===== src/rtl/key_cmd_pkg.sv =====
// Shared constants for the keyboard command decoder: HID keycodes, command bit
// positions, repeat-tracker states and the Konami sequence.
package key_cmd_pkg;

  localparam logic [7:0] HID_NONE  = 8'h00;
  localparam logic [7:0] HID_LEFT  = 8'h50;
  localparam logic [7:0] HID_RIGHT = 8'h4F;
  localparam logic [7:0] HID_DOWN  = 8'h51;
  localparam logic [7:0] HID_UP    = 8'h52;
  localparam logic [7:0] HID_SPACE = 8'h2C;
  localparam logic [7:0] HID_X     = 8'h1B;
  localparam logic [7:0] HID_Z     = 8'h1D;
  localparam logic [7:0] HID_C     = 8'h06;
  localparam logic [7:0] HID_B     = 8'h05;
  localparam logic [7:0] HID_A     = 8'h04;

  localparam int CMD_W      = 9;
  localparam int CMD_LEFT   = 0;
  localparam int CMD_RIGHT  = 1;
  localparam int CMD_SOFT   = 2;
  localparam int CMD_HARD   = 3;
  localparam int CMD_CW     = 4;
  localparam int CMD_CCW    = 5;
  localparam int CMD_HOLD   = 6;
  localparam int CMD_KONAMI = 7;
  localparam int CMD_ANY    = 8;

  typedef enum logic [1:0] {
    RPT_IDLE,
    RPT_HELD,
    RPT_REPEAT
  } rpt_state_e;

  localparam int KONAMI_LEN = 10;
  localparam logic [7:0] KONAMI_SEQ [KONAMI_LEN] = '{
    HID_UP, HID_UP, HID_DOWN, HID_DOWN, HID_LEFT,
    HID_RIGHT, HID_LEFT, HID_RIGHT, HID_B, HID_A
  };

  // Game command bit for a keycode; unmapped codes give no command bit.
  function automatic logic [CMD_W-1:0] key_to_cmd(input logic [7:0] kc);
    logic [CMD_W-1:0] c;
    c = '0;
    case (kc)
      HID_LEFT:  c[CMD_LEFT]  = 1'b1;
      HID_RIGHT: c[CMD_RIGHT] = 1'b1;
      HID_DOWN:  c[CMD_SOFT]  = 1'b1;
      HID_SPACE: c[CMD_HARD]  = 1'b1;
      HID_X:     c[CMD_CW]    = 1'b1;
      HID_Z:     c[CMD_CCW]   = 1'b1;
      HID_C:     c[CMD_HOLD]  = 1'b1;
      default:   ;
    endcase
    return c;
  endfunction

  function automatic logic is_repeatable(input logic [7:0] kc);
    return (kc == HID_LEFT) || (kc == HID_RIGHT) || (kc == HID_DOWN);
  endfunction

endpackage


===== src/rtl/key_cmd_decoder_konami.sv =====
// Konami sequence tracker: advances on press events and pulses done in the
// same cycle as the final matching press.
module konami_seq
  import key_cmd_pkg::*;
(
  input  logic       Clk,
  input  logic       RESET_N,
  input  logic       press,
  input  logic [7:0] kc,
  output logic       done
);

  logic [3:0] idx_q;
  logic [3:0] idx_d;
  logic       match;

  // NOTE: every signal written here gets a default first, so no path leaves one
  // unassigned and no latch is inferred.
  always_comb begin
    idx_d = idx_q;
    done  = 1'b0;
    match = (kc == KONAMI_SEQ[idx_q]);
    if (press) begin
      if (match) begin
        if (idx_q == 4'(KONAMI_LEN - 1)) begin
          done  = 1'b1;
          idx_d = '0;
        end else begin
          idx_d = idx_q + 4'd1;
        end
      end else if (kc == HID_UP && idx_q == 4'd2) begin
        idx_d = 4'd2;
      end else if (kc == HID_UP) begin
        idx_d = 4'd1;
      end else begin
        idx_d = '0;
      end
    end
  end

  // NOTE: sequential state uses non-blocking assignments so every register
  // samples the pre-edge values regardless of process ordering.
  always_ff @(posedge Clk) begin
    if (!RESET_N) idx_q <= '0;
    else          idx_q <= idx_d;
  end

endmodule


===== src/rtl/key_cmd_decoder.sv =====
// HID keycode to one-hot game command decoder with DAS/ARR auto-repeat and a
// one-deep acknowledged output register. Optional Konami detection: KONAMI_EN.
module key_cmd_decoder
  import key_cmd_pkg::*;
#(
  parameter int DAS_DELAY  = 10_000_000,
  parameter int ARR_PERIOD = 2_500_000
) (
  input  logic             Clk,
  input  logic             RESET_N,
  input  logic [7:0]       keycode,
  input  logic             cmd_ack,
  output logic [CMD_W-1:0] cmd,
  output logic             cmd_valid
);

  localparam int CNT_MAX = (DAS_DELAY > ARR_PERIOD) ? DAS_DELAY : ARR_PERIOD;
  localparam int CNT_W   = ($clog2(CNT_MAX) < 1) ? 1 : $clog2(CNT_MAX);
  localparam logic [CNT_W-1:0] DAS_LAST = CNT_W'(DAS_DELAY - 1);
  localparam logic [CNT_W-1:0] ARR_LAST = CNT_W'(ARR_PERIOD - 1);

  logic [7:0]       kc_q;
  logic [7:0]       kc_prev;
  logic             press;
  rpt_state_e       st_q, st_d;
  logic [CNT_W-1:0] cnt_q, cnt_d;
  logic             rpt_ev;
  logic             ev;
  logic [CMD_W-1:0] ev_cmd;
  logic [CMD_W-1:0] konami_cmd;
  logic [CMD_W-1:0] pend_cmd;
  logic             out_free;

  always_ff @(posedge Clk) begin
    if (!RESET_N) begin
      kc_q    <= '0;
      kc_prev <= '0;
    end else begin
      kc_q    <= keycode;
      kc_prev <= kc_q;
    end
  end

  assign press = (kc_q != HID_NONE) && (kc_q != kc_prev);

  // Repeat tracker: non-repeatable keys park in HELD with a saturated counter.
  always_comb begin
    st_d   = st_q;
    cnt_d  = cnt_q;
    rpt_ev = 1'b0;
    if (press) begin
      st_d  = RPT_HELD;
      cnt_d = '0;
    end else if (kc_q == HID_NONE) begin
      st_d  = RPT_IDLE;
      cnt_d = '0;
    end else begin
      case (st_q)
        RPT_HELD: begin
          if (cnt_q == DAS_LAST) begin
            if (is_repeatable(kc_q)) begin
              st_d   = RPT_REPEAT;
              cnt_d  = '0;
              rpt_ev = 1'b1;
            end
          end else begin
            cnt_d = cnt_q + 1'b1;
          end
        end
        RPT_REPEAT: begin
          if (cnt_q == ARR_LAST) begin
            cnt_d  = '0;
            rpt_ev = 1'b1;
          end else begin
            cnt_d = cnt_q + 1'b1;
          end
        end
        default: ;
      endcase
    end
  end

  always_ff @(posedge Clk) begin
    if (!RESET_N) begin
      st_q  <= RPT_IDLE;
      cnt_q <= '0;
    end else begin
      st_q  <= st_d;
      cnt_q <= cnt_d;
    end
  end

  assign out_free = !cmd_valid || cmd_ack;

`ifdef KONAMI_EN
  logic konami_done;
  logic sticky_q;

  konami_seq u_konami (
    .Clk     (Clk),
    .RESET_N (RESET_N),
    .press   (press),
    .kc      (kc_q),
    .done    (konami_done)
  );

  // A Konami completion that cannot be loaded now is remembered until the
  // output register frees up.
  always_ff @(posedge Clk) begin
    if (!RESET_N)         sticky_q <= 1'b0;
    else if (out_free)    sticky_q <= 1'b0;
    else if (konami_done) sticky_q <= 1'b1;
  end

  assign konami_cmd = konami_done ? CMD_W'(1 << CMD_KONAMI) : '0;
  assign pend_cmd   = sticky_q    ? CMD_W'(1 << CMD_KONAMI) : '0;
`else
  assign konami_cmd = '0;
  assign pend_cmd   = '0;
`endif

  always_comb begin
    ev     = 1'b0;
    ev_cmd = '0;
    if (press) begin
      ev              = 1'b1;
      ev_cmd          = key_to_cmd(kc_q) | konami_cmd;
      ev_cmd[CMD_ANY] = 1'b1;
    end else if (rpt_ev) begin
      ev     = 1'b1;
      ev_cmd = key_to_cmd(kc_q);
    end
  end

  always_ff @(posedge Clk) begin
    if (!RESET_N) begin
      cmd       <= '0;
      cmd_valid <= 1'b0;
    end else if (out_free && (ev || pend_cmd != '0)) begin
      cmd       <= ev_cmd | pend_cmd;
      cmd_valid <= 1'b1;
    end else if (cmd_ack && cmd_valid) begin
      cmd       <= '0;
      cmd_valid <= 1'b0;
    end
  end

endmodule


===== config.mk =====
export PLATFORM = sky130hd
export DESIGN_NAME = key_cmd_decoder
export DESIGN_NICKNAME = d
export VERILOG_FILES = /design/src/rtl/key_cmd_pkg.sv /design/src/rtl/key_cmd_decoder_konami.sv /design/src/rtl/key_cmd_decoder.sv
export SDC_FILE = /design/constraint.sdc
export NUM_CORES = 1
export LEC_CHECK = 0
export CAP_MARGIN = 20
export CORE_MARGIN = 10
export CORE_UTILIZATION = 57
export DETAILED_ROUTE_END_ITERATION = 8
export GPL_ROUTABILITY_DRIVEN = 0
export PLACE_DENSITY = 0.76
export SYNTH_ARGS = -nofsm -noshare
export SYNTH_HDL_FRONTEND = slang
export SYNTH_SLANG_ARGS = --single-unit

===== constraint.sdc =====
create_clock -name Clk -period 2.7 [get_ports Clk]
set_input_delay 0.54 -clock Clk [delete_from_list [all_inputs] [get_ports Clk]]
set_output_delay 0.54 -clock Clk [all_outputs]
set_load 0.005 [all_outputs]

# Word level (Yosys, flattened, before mapping)
# Cells that the tools add are included.
# classes
add_sub_neg	1
n_eq_ne	13
n_mux	30
n_bitwise	1
reduce_logical	18
# ops
op	count
$mux W24	3
$pmux W24 S2	1
$mux W9	3
$add A24 B1 Y24 const B	1
$eq A24 B22 Y1 const B	1
$eq A24 B24 Y1 const B	1
$eq A8 B7 Y1 const B	3
$mux W1	21
$eq A8 B5 Y1 const B	2
$reduce_bool A3 Y1	3
$eq A8 B3 Y1 const B	1
$eq A8 B6 Y1 const B	1
$logic_not A8 Y1	1
$ne A8 B8 Y1	1
$reduce_bool A8 Y1	1
$mux W7	1
$reduce_and A3 Y1	2
$reduce_bool A2 Y1	2
$logic_and A1 B1 Y1	3
$logic_or A1 B1 Y1	3
$ne A3 B3 Y1 const B	1
$reduce_or A3 Y1	1
$eq A2 B1 Y1 const B	1
$eq A2 B2 Y1 const B	1
4 further kinds	4
# word_totals
ff_bits	52
elab_cells	70

# Longest topological paths before layout
# logic_depth
depth_word	12
depth_mapped	9
ltp_nobuf	8

# Worst setup path after synthesis
# OpenSTA, ideal clock, no wires.
# synth_path
path_kind	reg-to-reg
start	reg cnt_q[0]
end	reg cnt_q[0]
setup_ns	0.128
t_arrival_ns	2.079
required_ns	2.572
slack_ns	0.493
stages_incl_launch_ff	10
n_path_buf	2
synth_period_minus_slack_ns	2.207
path_cell_list	dfxtp_1 ha_1 and4_1 clkbuf_1 nand2_1 nor4_1 nor2_1 o21ai_1 clkbuf_1 nor2_1
# synth_between
elab_chain_cells	3
elab_cells_between_ends	8
# synth_lines
element	line_no	text
start: declaration	key_cmd_decoder.sv:26	logic [CNT_W-1:0] cnt_q, cnt_d;
start signal: assignment	key_cmd_decoder.sv:89	cnt_q <= cnt_d;
$add A24 B1 Y24 (tied with other cells)	key_cmd_decoder.sv:67, key_cmd_decoder.sv:75	
$mux W24 (tied with other cells)	key_cmd_decoder.sv:71	if (cnt_q == ARR_LAST) begin
$pmux W24 S2 or $reduce_and A2 Y1 (tied branches)	-	
# Parallel ways exist; a longest one is shown, timed or not.
# A chain may end at the register's enable or synchronous reset.

# Worst setup path in the final report
# layout_path
start	reg kc_q[1]
end	reg cnt_q[23]
# layout_between
elab_chain_cells	5
elab_cells_between_ends	12
# layout_lines
element	line_no	text
start: declaration	key_cmd_decoder.sv:22	logic [7:0] kc_q;
start signal: assignment	key_cmd_decoder.sv:39	kc_q <= keycode;
$eq A8 B7 Y1	key_cmd_pkg.sv:58	return (kc == HID_LEFT) || (kc == HID_RIGHT) || (kc == HID_DOWN);
$logic_or A1 B1 Y1 (2 in a row)	key_cmd_pkg.sv:58	
$ne A3 B3 Y1 (no line)	-	
$reduce_and A2 Y1 (no line)	-	
# Parallel ways exist; a longest one is shown, timed or not.

==> metrics.md <==
| Metric | Value |
|---|---|
| Lkg Pwr | `0.000960 uW` |
| R2R cell count | `6` |
| Peak Freq | `0.421 GHz` |
| Post-DP HPWL | `4210 um` |
| Core area | `4350 sq um` |
| Vias in the first global route | `2,048` |
| Post-DRT Antenna Nets | `0` |
| Row count | `24` |
| Synth Register Bits | `51` |
| H-tree depth | `2` |
| Mean Syn Cell Area | `8.56 sq um` |
| Yosys cell types | `50` |
| Clock transition at path regs | `0.10 ns` |
| Die ar. | `7550 sq um` |
| Vias per std cell | `5.95` |
| Critical Path AT | `2.61 ns` |
| GRT Resource Usage Total | `0.150` |
| Number of synthesized flops with an enable pin | `0` |
| Clk_lat worst skew | `0.31 ns` |
| Async set-reset flop share out of synthesis | `0` |
| R2r setup slk | `0.32 ns` |
| Clock Sinks | `51` |
| CTS Buf Count | `5` |
| Register area | `1020 sq um` |
| Post CTS Setup Buffer Count | `0` |
| RSZ-0062 raised after global routing | `no` |
| Crit share post-route | `0.881` |
| Die Height | `86.9 um` |
| Status | `finished, final reports clean` |
| Hold Vio Cnt, Final | `0` |
| Fin util | `0.666` |
| Post-route DRC | `0` |
| Worst path required time | `2.93 ns` |
| Hold_buf cts | `0` |
| NetSw | `346 uW` |
| Sw Ratio | `0.255` |
| Maxcap violations | `0` |
| Ys Warns | `0` |
| CTS tree | `built` |
| # setup viols final | `0` |
| Initial Util | `0.586` |
| Crit path time final | `2.38 ns` |
| Fillers | `366` |
| Logic pwr share | `0.078` |
| Syn Nets | `312` |
| Sequential area share after synthesis | `0.400` |
| Crit Path Category | `reg2reg` |
| Setup TNS | `0 ns` |
| Top-Level Pins | `21` |
| Fin nets | `332` |
| Via count | `2,209` |
| Sequential share of power | `0.579` |
| Post-CTS sizing | `0` |
| Worst clock skew | `0.00987 ns` |
| Root Driver | `clkbuf_8` |
| PwrDens | `468 nW/um^2` |
| Global-route wire length before repair | `9490 um` |
| Fin. max-slew vios | `0` |
| Die Wd | `86.9 um` |
| Post-place setup slack | `0.382 ns` |
| Clk pwr share | `0.343` |
| Mapped Cells | `298` |
| First DRT Iteration DRCs | `213` |
| Multi-input combinational cell area | `1450 sq um` |
| Post-DR wirelength/cell | `15.3 um` |
| Total Routed Length | `5690 um` |
| Hold path cells | `2` |
| DR pass1 iterations | `4` |
| CP Capture Type | `flip-flop` |
| ANT cells | `0` |
| Startpoint Class | `flip-flop` |
| CP max FO | `9` |
| Total congestion overflow | `0` |
| Initial antenna violation count | `0` |
| Area Growth Syn to Fin | `13.8%` |
| Worst setup margin | `0.322 ns` |
| Largest net degree at the start of global routing | `22` |
| Max clock buf depth | `2` |
| Share of cells above drive strength 1 | `0.0846` |
| Internal | `1010 uW` |
| Hold Crit Class | `reg2reg` |
| Max VDD drop | `0.000349 V` |
| PortBufs | `19` |
| Top FF cell, synth | `dfxtp_1` |
| Synth Cell Area | `2550 sq um` |
metrics by stage:
step                      std cells  power (uW)  area, sq um  hold WS [ns]
after floorplan                 298         866         2550         0.453
after global placement          363         909         2810         0.447
after detailed placement        363         909         2810         0.462
after CTS                       371        1370         2900         0.480
after global routing            371        1410         2900         0.492
final                           371        1360         2900         0.476
logic make-up (layout without fill, tap and decap cells):
| family | count (synthesis) | in the layout | synth area share |
|---|---|---|---|
| compound gates | 44 | 44 | 0.109 |
| xor+xnor | 25 | 25 | 0.0859 |
| fa+ha+maj | 3 | 3 | 0.0147 |
| buf+inv | 19 | 40 | 0.0309 |
| flops | 51 | 51 | 0.400 |
| other cells | 1 | 1 | 0.00147 |
| simple gates | 155 | 155 | 0.358 |
flip-flops by register name, summed over array words and instances (netlist names):
| register | cells |
|---|---|
| cmd | 8 |
| cnt_q | 24 |
| cmd_valid | 1 |
| st_q | 2 |
| kc_prev | 8 |
| kc_q | 8 |
worst paths after layout:
kind,to,startpoint
worst max-delay path,cnt_q[23]$_SDFFE_PP0P_,kc_q[1]$_SDFF_PN0_
worst min-delay path,cmd[4]$_SDFFE_PN0P_,cmd[4]$_SDFFE_PN0P_
worst max register to register,cnt_q[23]$_SDFFE_PP0P_,kc_q[1]$_SDFF_PN0_
worst min register to register,cmd[4]$_SDFFE_PN0P_,cmd[4]$_SDFFE_PN0P_
layout make-up:
class,instances,share of cell area
clock buffers,5,0.0237
clock inverters,3,0.00949
inverters,5,0.00647
multi-input cells,228,0.500
flip-flops and latches,51,0.352
well taps,52,0.0224
repair buffers,27,0.0862
worst max-delay path: stages (launching register included):
cell and delay (ns):
dfxtp_1 0.50, and4bb_2 0.29, a22o_1 0.20, o31ai_1 0.13, or3_1 0.51, or4_1 0.50, a21oi_1 0.17
power groups by stage:
stage                     Combinational (uW)  Sequential (uW)  Clock (uW)
after floorplan                         68.3              797           0
after detailed placement                 106              803           0
after global placement                   106              803           0
final                                    106              786         466
after CTS                                107              786         481
after global routing                     119              789         504
per-layer routing:
| layer | vias up | global-route usage | routed length, um |
|---|---|---|---|
| met5 | - | 0 | 0 |
| met4 | 0 | 0.0398 | 58 |
| met3 | 6 | 0.0328 | 322 |
| met2 | 64 | 0.229 | 2560 |
| met1 | 1031 | 0.207 | 2750 |
| li1 | 1108 | - | - |
cells in the mapped netlist, drive strengths merged, types with 3 or more instances:
| cell | count | share of area |
|---|---|---|
| dfxtp | 51 | 0.40 |
| ha | 3 | 0.015 |
| or3 | 6 | 0.015 |
| nor4b | 4 | 0.014 |
| nand4b | 3 | 0.010 |
| or4 | 3 | 0.0093 |
| nor3 | 9 | 0.018 |
| a21oi | 9 | 0.018 |
| xor2 | 14 | 0.048 |
| clkbuf | 10 | 0.015 |
| and4b | 3 | 0.012 |
| buf | 4 | 0.0088 |
| and2 | 19 | 0.047 |
| nand2 | 20 | 0.029 |
| o21ai | 17 | 0.033 |
| nor2 | 30 | 0.044 |
| nand4 | 12 | 0.035 |
| o31ai | 6 | 0.018 |
| or2 | 4 | 0.011 |
| inv | 5 | 0.0074 |
| xnor2 | 11 | 0.038 |
| nand3 | 13 | 0.026 |
| nor4 | 11 | 0.027 |
cells in the final DEF (no fill, tap or decap), types with 2 or more instances in the layout:
master,count
dfxtp_1,51
nor2_1,30
nand2_1,20
and2_1,19
clkdlybuf4s50_1,19
xor2_1,14
nand3_1,13
nor4_1,11
nand4_1,11
o21ai_0,11
xnor2_1,11
nor3_1,9
a21oi_1,9
buf_4,8
o31ai_1,6
o21ai_1,6
or3_1,6
inv_1,5
clkbuf_8,5
nor4b_1,4
and4b_1,3
or2_2,3
nand4b_1,3
ha_1,3
nand2b_1,2
and4bb_2,2
nor2b_1,2
and4_1,2
nor3b_1,2
nor4bb_1,2
a311oi_1,2
o21a_1,2
or4_1,2
nand3b_1,2
(Power assumes the default switching activity.)
